## src/rtl/decode_pkg.sv

```systemverilog
// Shared decode definitions: opcodes, ALU-op encodings and the ID/EX control bundle.
package decode_pkg;

   localparam logic [5:0] OpRtype = 6'h00;
   localparam logic [5:0] OpLw    = 6'h23;
   localparam logic [5:0] OpSw    = 6'h2B;
   localparam logic [5:0] OpBeq   = 6'h04;
   localparam logic [5:0] OpBne   = 6'h05;
   localparam logic [5:0] OpAddi  = 6'h08;
   localparam logic [5:0] OpAndi  = 6'h0C;
   localparam logic [5:0] OpOri   = 6'h0D;

   typedef enum logic [1:0] {
      AluAdd   = 2'b00,
      AluSub   = 2'b01,
      AluFunct = 2'b10,
      AluLogic = 2'b11
   } alu_op_e;

   typedef struct packed {
      logic    reg_write;
      logic    mem_to_reg;
      logic    mem_read;
      logic    mem_write;
      logic    alu_src;
      logic    reg_dst;
      alu_op_e alu_op;
   } ctrl_t;

   // Main control decoder; unknown opcodes and branches yield an all-zero bundle.
   function automatic ctrl_t decode_ctrl(input logic [5:0] op);
      ctrl_t c;
      c = '0;
      case (op)
         OpRtype: begin
            c.reg_dst   = 1'b1;
            c.reg_write = 1'b1;
            c.alu_op    = AluFunct;
         end
         OpLw: begin
            c.alu_src    = 1'b1;
            c.mem_read   = 1'b1;
            c.mem_to_reg = 1'b1;
            c.reg_write  = 1'b1;
         end
         OpSw: begin
            c.alu_src   = 1'b1;
            c.mem_write = 1'b1;
         end
         OpAddi: begin
            c.alu_src   = 1'b1;
            c.reg_write = 1'b1;
            c.alu_op    = AluAdd;
         end
         OpAndi, OpOri: begin
            c.alu_src   = 1'b1;
            c.reg_write = 1'b1;
            c.alu_op    = AluLogic;
         end
         default: c = '0;
      endcase
      return c;
   endfunction

endpackage

```

## src/rtl/register_file.sv

```systemverilog
// 2-read / 1-write register file with hard-wired r0 and write-to-read bypass.
module register_file #(
   parameter  int unsigned DATA_W = 32,
   parameter  int unsigned NREG   = 32,
   localparam int unsigned RegAw  = $clog2(NREG)
) (
   input  logic              clock,
   input  logic              reset,
   input  logic [RegAw-1:0]  raddr1_i,
   input  logic [RegAw-1:0]  raddr2_i,
   output logic [DATA_W-1:0] rdata1_o,
   output logic [DATA_W-1:0] rdata2_o,
   input  logic              we_i,
   input  logic [RegAw-1:0]  waddr_i,
   input  logic [DATA_W-1:0] wdata_i
);

   logic [DATA_W-1:0] mem_q [NREG];
   logic [DATA_W-1:0] mem_d [NREG];
   logic              wr_en;

   assign wr_en = we_i && (waddr_i != '0);

   // Next-state of the array: only the addressed, nonzero register changes.
   always_comb begin
      mem_d = mem_q;
      if (wr_en) begin
         mem_d[waddr_i] = wdata_i;
      end
   end

   // Register array storage, cleared by reset.
   always_ff @(posedge clock or negedge reset) begin
      if (!reset) begin
         mem_q <= '{default: '0};
      end else begin
         mem_q <= mem_d;
      end
   end

   // Reads: r0 is zero; a same-cycle write to the read address is forwarded.
   always_comb begin
      rdata1_o = mem_q[raddr1_i];
      rdata2_o = mem_q[raddr2_i];
      if (raddr1_i == '0) begin
         rdata1_o = '0;
      end else if (wr_en && (waddr_i == raddr1_i)) begin
         rdata1_o = wdata_i;
      end
      if (raddr2_i == '0) begin
         rdata2_o = '0;
      end else if (wr_en && (waddr_i == raddr2_i)) begin
         rdata2_o = wdata_i;
      end
   end

endmodule

```

## src/rtl/instruction_decode.sv

```systemverilog
// ID stage: decode, register read, early branch resolution, hazard detection, ID/EX register.
module instruction_decode
   import decode_pkg::*;
#(
   parameter int unsigned ADDR_W = 11,
   parameter int unsigned DATA_W = 32,
   parameter int unsigned NREG   = 32
) (
   input  logic              clock,
   input  logic              reset,
   input  logic [31:0]       instruccion,
   input  logic [ADDR_W-1:0] pc,
   input  logic              wb_reg_write,
   input  logic [4:0]        wb_write_reg,
   input  logic [DATA_W-1:0] wb_write_data,
   input  logic              exmem_mem_read,
   input  logic [4:0]        exmem_write_reg,
   output logic [ADDR_W-1:0] pc_salto,
   output logic              PCSrc,
   output logic              stall,
   output logic              flush_if_id,
   output logic              ex_reg_write,
   output logic              ex_mem_to_reg,
   output logic              ex_mem_read,
   output logic              ex_mem_write,
   output logic              ex_alu_src,
   output logic              ex_reg_dst,
   output logic [1:0]        ex_alu_op,
   output logic [DATA_W-1:0] ex_dato1,
   output logic [DATA_W-1:0] ex_dato2,
   output logic [DATA_W-1:0] ex_inmediato,
   output logic [4:0]        ex_rs,
   output logic [4:0]        ex_rt,
   output logic [4:0]        ex_rd
);

   logic [5:0]        opcode;
   logic [4:0]        rs, rt, rd;
   logic [15:0]       imm16;
   ctrl_t             ctrl_dec;
   logic [DATA_W-1:0] imm_ext, rs_val, rt_val;
   logic              is_beq, is_bne, is_branch, zero_ext, rt_used;
   logic [4:0]        ex_dest;
   logic              load_use, branch_haz, taken;

   ctrl_t             ex_ctrl_q, ex_ctrl_d;
   logic [DATA_W-1:0] ex_dato1_q, ex_dato1_d;
   logic [DATA_W-1:0] ex_dato2_q, ex_dato2_d;
   logic [DATA_W-1:0] ex_imm_q, ex_imm_d;
   logic [4:0]        ex_rs_q, ex_rs_d;
   logic [4:0]        ex_rt_q, ex_rt_d;
   logic [4:0]        ex_rd_q, ex_rd_d;

   assign opcode = instruccion[31:26];
   assign rs     = instruccion[25:21];
   assign rt     = instruccion[20:16];
   assign rd     = instruccion[15:11];
   assign imm16  = instruccion[15:0];

   register_file #(
      .DATA_W (DATA_W),
      .NREG   (NREG)
   ) u_register_file (
      .clock    (clock),
      .reset    (reset),
      .raddr1_i (rs),
      .raddr2_i (rt),
      .rdata1_o (rs_val),
      .rdata2_o (rt_val),
      .we_i     (wb_reg_write),
      .waddr_i  (wb_write_reg),
      .wdata_i  (wb_write_data)
   );

   // Control decode and immediate extension.
   always_comb begin
      ctrl_dec  = decode_ctrl(opcode);
      is_beq    = (opcode == OpBeq);
      is_bne    = (opcode == OpBne);
      is_branch = is_beq || is_bne;
      zero_ext  = (opcode == OpAndi) || (opcode == OpOri);
      rt_used   = (opcode == OpRtype) || (opcode == OpSw) || is_branch;
      imm_ext   = zero_ext ? {{(DATA_W-16){1'b0}}, imm16} : {{(DATA_W-16){imm16[15]}}, imm16};
   end

   // Hazard detection and branch resolution; stall overrides any branch outcome.
   always_comb begin
      ex_dest    = ex_ctrl_q.reg_dst ? ex_rd_q : ex_rt_q;
      load_use   = ex_ctrl_q.mem_read && (ex_rt_q != '0) &&
                   ((ex_rt_q == rs) || (rt_used && (ex_rt_q == rt)));
      branch_haz = is_branch &&
                   ((ex_ctrl_q.reg_write && (ex_dest != '0) &&
                     ((ex_dest == rs) || (ex_dest == rt))) ||
                    (exmem_mem_read && (exmem_write_reg != '0) &&
                     ((exmem_write_reg == rs) || (exmem_write_reg == rt))));
      stall       = load_use || branch_haz;
      taken       = !stall && ((is_beq && (rs_val == rt_val)) || (is_bne && (rs_val != rt_val)));
      PCSrc       = taken;
      flush_if_id = taken;
      // Offset truncated to the PC width so the target wraps modulo 2^ADDR_W.
      pc_salto    = pc + imm_ext[ADDR_W-1:0];
   end

   // ID/EX next state: a stall inserts a bubble by zeroing control only.
   always_comb begin
      ex_ctrl_d  = stall ? '0 : ctrl_dec;
      ex_dato1_d = rs_val;
      ex_dato2_d = rt_val;
      ex_imm_d   = imm_ext;
      ex_rs_d    = rs;
      ex_rt_d    = rt;
      ex_rd_d    = rd;
   end

   // ID/EX pipeline register, loaded every cycle.
   always_ff @(posedge clock or negedge reset) begin
      if (!reset) begin
         ex_ctrl_q  <= '0;
         ex_dato1_q <= '0;
         ex_dato2_q <= '0;
         ex_imm_q   <= '0;
         ex_rs_q    <= '0;
         ex_rt_q    <= '0;
         ex_rd_q    <= '0;
      end else begin
         ex_ctrl_q  <= ex_ctrl_d;
         ex_dato1_q <= ex_dato1_d;
         ex_dato2_q <= ex_dato2_d;
         ex_imm_q   <= ex_imm_d;
         ex_rs_q    <= ex_rs_d;
         ex_rt_q    <= ex_rt_d;
         ex_rd_q    <= ex_rd_d;
      end
   end

   assign ex_reg_write  = ex_ctrl_q.reg_write;
   assign ex_mem_to_reg = ex_ctrl_q.mem_to_reg;
   assign ex_mem_read   = ex_ctrl_q.mem_read;
   assign ex_mem_write  = ex_ctrl_q.mem_write;
   assign ex_alu_src    = ex_ctrl_q.alu_src;
   assign ex_reg_dst    = ex_ctrl_q.reg_dst;
   assign ex_alu_op     = ex_ctrl_q.alu_op;
   assign ex_dato1      = ex_dato1_q;
   assign ex_dato2      = ex_dato2_q;
   assign ex_inmediato  = ex_imm_q;
   assign ex_rs         = ex_rs_q;
   assign ex_rt         = ex_rt_q;
   assign ex_rd         = ex_rd_q;

endmodule

```

## config.mk

```make
export PLATFORM = sky130hd
export DESIGN_NAME = instruction_decode
export DESIGN_NICKNAME = d
export VERILOG_FILES = /design/src/rtl/decode_pkg.sv /design/src/rtl/register_file.sv /design/src/rtl/instruction_decode.sv
export SDC_FILE = /design/constraint.sdc
export NUM_CORES = 2
export LEC_CHECK = 0
export ABC_CLOCK_PERIOD_IN_PS = 24000
export CAP_MARGIN = 20
export CORE_ASPECT_RATIO = 1.75
export CORE_UTILIZATION = 40
export CTS_CLUSTER_DIAMETER = 80
export DETAILED_ROUTE_END_ITERATION = 10
export MAX_ROUTING_LAYER = met4
export REMOVE_ABC_BUFFERS = 1
export SLEW_MARGIN = 40
export SYNTH_ARGS = -nofsm -noshare
export SYNTH_HDL_FRONTEND = slang
export SYNTH_SLANG_ARGS = --single-unit
```

## constraint.sdc

```tcl
create_clock -name clock -period 24 [get_ports clock]
set_input_delay 7.2 -clock clock [delete_from_list [all_inputs] [get_ports clock]]
set_output_delay 7.2 -clock clock [all_outputs]
set_load 0.03 [all_outputs]
```

==> Word-level counts from Yosys, hierarchy flattened <==
Index checks and enable logic that the tools add are counted.
{ "word_totals": {"regBits": 1143, "in_bits": 89, "out_inout_bits": 133, "word_cells": 128} }
{ "op_classes": {"add_sub_neg": 1, "n_lt_le_gt_ge": 4, "eq_ne": 17, "mux": 22, "bitwise_logic": 3, "reduce_logical": 36} }
{ "op_table": {"columns": ["op", "count"], "rows": [
  ["bitwise mux 1024 bit", 1],
  ["binary-select mux 32 bit (select 5 bit)", 2],
  ["two-way mux 32 bit", 10],
  ["demux 32 bit (select 5 bit)", 1],
  ["== test 5 bit", 8],
  ["== test 32 bit", 1],
  ["inequality test 32 bit", 1],
  ["nonzero test 5 bit", 4],
  ["== test 6 x 4 -> 1 bit (second input constant)", 3],
  ["greater-or-equal comparator 6 bit (second input constant)", 3],
  ["NOT 5 -> 6 bit", 3],
  ["logical AND 1 bit", 15],
  ["== test 6 x 3 -> 1 bit (second input constant)", 2],
  ["== test 6 bit (second input constant)", 2],
  ["adder 11 bit", 1],
  ["logical NOT 5 bit", 2],
  ["logical OR 1 bit", 10],
  ["OR reduction 5 bit", 2],
  ["two-way mux 8 bit", 1],
  ["logical NOT 6 bit", 1],
  ["less-than comparator 6 x 1 -> 1 bit (second input constant)", 1],
  ["two-way mux 5 bit", 1],
  ["two-way mux 1 bit", 4],
  ["case mux 2 bit (2 select lines)", 1],
  ["other kinds (3)", 3]
]} }

==> Longest topological paths before layout <==
{ "depth": {"depth_word": 10, "mapped_depth": 17, "mapped_depth_nobuf": 13} }

==> Modules after synthesis <==
Synthesis repeated with hierarchy kept, for this count alone.
{ "unflattened": {"cells_unflattened": 4472, "area_unflattened_um2": 59933.7} }
{ "modules_own_cells": {"columns": ["module", "instances", "cells_per_inst", "area_per_inst_um2"], "rows": [
  ["register_file", 1, 4166, 55847.3],
  ["instruction_decode", 1, 306, 4086.4]
]} }

==> Worst setup path after synthesis <==
No wires, ideal clock.
{ "synth_timing": {"kind": "input to output", "start": "input port instruccion[22]", "end": "output port flush_if_id", "arrival_ns": 11.184, "required_ns": 16.800, "setup_slack_ns": 5.616, "path_stages": 14, "path_buffers": 5, "path_cell_list": "buf_4 > buf_2 > buf_2 > clkbuf_1 > mux4_2 > mux4_2 > nand3_1 > o211ai_1 > xor2_1 > nor4_1 > nand4_1 > or4_1 > a211oi_1 > buf_4"} }
{ "synth_via": {"elab_chain_cells": 10, "word_cells_on_any_way": 28} }
{ "synth_lines": {"columns": ["item", "line", "source"], "rows": [
  ["from (decl)", "instruction_decode.sv:11", "input logic [31:0] instruccion,"],
  ["NOT 5 -> 6 bit (implied by the code)", "register_file.sv:43", "rdata1_o = mem_q[raddr1_i];"],
  ["binary-select mux 32 bit (select 5 bit)", "register_file.sv:43", null],
  ["two-way mux 32 bit (implied by the code) (2 in a row)", "register_file.sv:43", null],
  ["two-way mux 32 bit", "register_file.sv:47", "end else if (wr_en && (waddr_i == raddr1_i)) begin"],
  ["two-way mux 32 bit (*)", "register_file.sv:45", "if (raddr1_i == '0) begin"],
  ["via ex_dato1_d[21]", "instruction_decode.sv:47", "logic [DATA_W-1:0] ex_dato1_q, ex_dato1_d;"],
  ["== test 32 bit / inequality test 32 bit (equally long branches)", "instruction_decode.sv:97", "taken = !stall && ((is_beq && (rs_val == rt_val)) || (is_bne && (rs_val != rt_val)));"],
  ["logical AND 1 bit", "instruction_decode.sv:97", null],
  ["logical OR 1 bit (*)", "instruction_decode.sv:97", null],
  ["logical AND 1 bit (*)", "instruction_decode.sv:97", null],
  ["to (decl)", "instruction_decode.sv:21", "output logic flush_if_id,"]
]} }
Mark *: on every way through the listed nets, which the timed path passes. The rest lies on a longest branch. The select of a mux whose other input is x is not followed.

==> Worst setup path in the final report <==
{ "layout_timing": {"start": "input port instruccion[17]", "end": "output port flush_if_id"} }
{ "layout_via": {"elab_chain_cells": 10, "word_cells_on_any_way": 29} }
{ "layout_lines": {"columns": ["item", "line", "source"], "rows": [
  ["NOT 5 -> 6 bit (implied by the code)", "register_file.sv:44", "rdata2_o = mem_q[raddr2_i];"],
  ["binary-select mux 32 bit (select 5 bit)", "register_file.sv:44", null],
  ["two-way mux 32 bit (implied by the code) (2 in a row)", "register_file.sv:44", null],
  ["two-way mux 32 bit", "register_file.sv:52", "end else if (wr_en && (waddr_i == raddr2_i)) begin"],
  ["two-way mux 32 bit (*)", "register_file.sv:50", "if (raddr2_i == '0) begin"],
  ["via ex_dato2_d[17]", "instruction_decode.sv:48", "logic [DATA_W-1:0] ex_dato2_q, ex_dato2_d;"],
  ["== test 32 bit / inequality test 32 bit (equally long branches)", "instruction_decode.sv:97", null],
  ["logical AND 1 bit", "instruction_decode.sv:97", null],
  ["logical OR 1 bit (*)", "instruction_decode.sv:97", null],
  ["logical AND 1 bit (*)", "instruction_decode.sv:97", null]
]} }
Marked as above.

==> impl_metrics.ini <==
[floorplan]
core_mm2 = 0.147
die_y_um = 512
num_io_pins = 222
rows = 186
die-area_mm2 = 0.150
die_w_um = 293
start_util_pct = 40.4

[final_layout]
fillers = 13158
drive_gt1_share_pct = 44.4
finalNetCount = 4242
mostFrequentLayoutCells = dfrtp_1, mux2_2, mux4_2, clkdlybuf4s50_1, mux2i_1
final_common_cell = dfrtp_1
areaGrowthSynthToFinish_pct = 13.1

[route]
num_vias = 39131
drt_iter0_markers = 3463
postRouteAntennaNets = 0
via_per_inst = 6.30
wl_per_cell_um = 33.6
routed_wl_um = 209000
drc = 0
drt_pass1_iterations = 5

[placed_design]
pre_cts_ws_ns = 3.54
place.gp.congestion = 0.909
port_buffers = 221
dpl.hpwl_um = 133000

[clocking]
clockBufferDepth = 3
cts_hold_buf = 0
cts-root-buf = clkbuf_16
numCtsBuffers = 107
cts.clk_slew.worst_paths_ns = 0.07
cts_resized = 0
post_cts_buffers = 0
cts_sinks = 1122
cts.htree.levels = 3
cts_tree = yes
insertion_delay_ns = 0.76

[synthesis]
synth_area_per_cell_um2 = 14.5
yosysWarnings = 0
async_reset_ff_share_pct = 100
ys_seq_elements = 1122
synthDistinctLibCells = 81
synthFlopType = dfrtp_1
ys_seq_area_share_pct = 47.2
syn_inst = 4108
syn-cell-area_mm2 = 0.0594
synth_edf_count = 0

[setup_path]
crit_fanout = 54
cp-start-kind = input pin
critPathRequiredTime_ns = 16.80
end_kind = primary output
cp.arrival_ns = 13.36
critPathKind = input pin to primary output

[global_route]
antenna_found_initial = 10
overflow = 0
grt_pass1_vias = 41123
grt_pass1_wl_um = 302000
grt_start_max_net_pins = 148
grt_usage_pct = 28.8

[timing]
rsz0062_at_grt = false
post-route-period-util_pct = 85.7
setup_slack_ns = 3.44
fmax_mhz = 48.6
drv_slew = 0
min_period_ns = 20.56
tightest_slew_ns = 0.902
skew_ns = 0.0352
fin_tns_setup_ns = 0
relSlewSlack_pct = 39.7
final_hold_viol_count = 0
setup_viol = 0

[power_and_ir_drop]
leakagePower_nw = 28.6
power_density_mw_per_mm2 = 82.8
peakVddDrop_mv = 0.0584
finalPower_w = 0.00557

[outcome]
outcome = completed

[worst_hold_path]
hold_path_class = flop to flop

[job]
max_cap_viol_count = 0
[cells in the mapped netlist (7+ instances only)]
cell	n	area share, %
a21oi_1	48	0.40
buf_4	49	0.62
o22ai_1	34	0.36
o211ai_1	17	0.21
buf_6	29	0.55
o221ai_1	12	0.18
o221a_2	8	0.15
ha_1	10	0.21
nor3_1	35	0.29
mux2i_1	185	3.1
nand3_1	39	0.33
xor2_1	24	0.35
o21ai_0	71	0.60
clkbuf_1	223	1.4
dfrtp_1	1122	47
xnor2_1	55	0.81
mux4_2	444	17
nor2_1	81	0.51
nor4_1	7	0.074
a31oi_1	32	0.34
a22oi_1	35	0.44
nor2b_1	16	0.17
nand2_1	95	0.60
inv_1	28	0.18
a221oi_1	42	0.62
nand2b_1	19	0.20
buf_2	75	0.63
nand4_1	12	0.13
a22o_1	48	0.71
a221o_1	8	0.13
buf_1	66	0.42
mux2_2	1012	19
[final timing paths]
path                                              from                     endpoint  slack (ns)  cells past startpoint
max                                    instruccion[17]                  flush_if_id        3.44                     14
min                        u_register_file.mem_q[1019]  u_register_file.mem_q[1019]        0.40                      0
max reg2reg                                 ex_reg_dst                 ex_mem_write       21.35                      8
min reg2reg                u_register_file.mem_q[1019]  u_register_file.mem_q[1019]        0.40                      0
max in group asynchronous                        reset   u_register_file.mem_q[183]       14.56                      6
min in group asynchronous                        reset                 ex_dato2[10]        6.34                      1
[where the power goes]
part / internal [W] / switching, W / leakage [nW]
clock: 0.00102 / 0.000786 / 1.82
sequential: 0.00224 / 0.000268 / 14.4
combinational: 0.000680 / 0.000572 / 12.4
[final cells by class]
class | instances | area [um2] | area share (%)
repair buffers | 377 | 3710 | 5.53
inverters | 30 | 113 | 0.168
clock buffers | 165 | 3260 | 4.85
multi-input cells | 2504 | 29100 | 43.4
clock inverters | 32 | 410 | 0.611
well taps | 1974 | 2470 | 3.68
diodes | 8 | 20.0 | 0.0298
flip-flops and latches | 1122 | 28100 | 41.8
[registers in the layout (all words and copies together), names as in the netlist, 2 cells and up]
signal	count
ex_alu_op	2
ex_dato1	32
ex_dato2	32
ex_inmediato	13
ex_rd	4
ex_rs	5
ex_rt	5
u_register_file.mem_q	1024
[worst max-delay path: stages]
cell and delay [ns]:
buf_8 0.39, buf_4 0.54, xnor2_1 0.12, nand3_1 0.24, or2_2 0.60, buf_4 0.57
o311ai_0 0.27, o221a_2 0.30, xnor2_1 0.32, nand4_1 0.12, or4_1 0.56, or4_1 0.60
a211oi_1 0.51, clkdlybuf4s50_1 0.77
[metrics by stage]
step	std cells	hold slack [ns]	utilization [%]	cell area [um2]
final	6212	0.396	45.7	67200
after global placement	5996	0.376	43.0	63200
after global routing	6212	0.406	45.7	67200
after CTS	6202	0.398	45.6	67100
after detailed placement	6005	0.383	43.1	63400
after floorplan	3656	0.365	-	57100
[cell families (layout without fill, tap and decap cells)]
logic type | Yosys count | after routing | share of synthesized area [%]
AO/OA/AOI/OAI | 419 | 419 | 5.12
XOR/XNOR | 79 | 79 | 1.16
adder cells (fa/ha/maj) | 11 | 11 | 0.244
buffers and inverters | 482 | 604 | 4.12
flip-flops | 1122 | 1122 | 47.2
multiplexers | 1643 | 1643 | 39.2
other | 0 | 8 | 0
AND/OR/NAND/NOR | 352 | 352 | 2.91
[layer usage]
layer | routed length (um) | global-route usage [%] | up-vias
met5 | 0 | - | -
met4 | 15200 | 18.0 | 0
met3 | 12400 | 4.28 | 556
met2 | 103000 | 46.6 | 1629
met1 | 77600 | 33.7 | 21184
li1 | - | - | 15762
(Power assumes the default switching activity.)
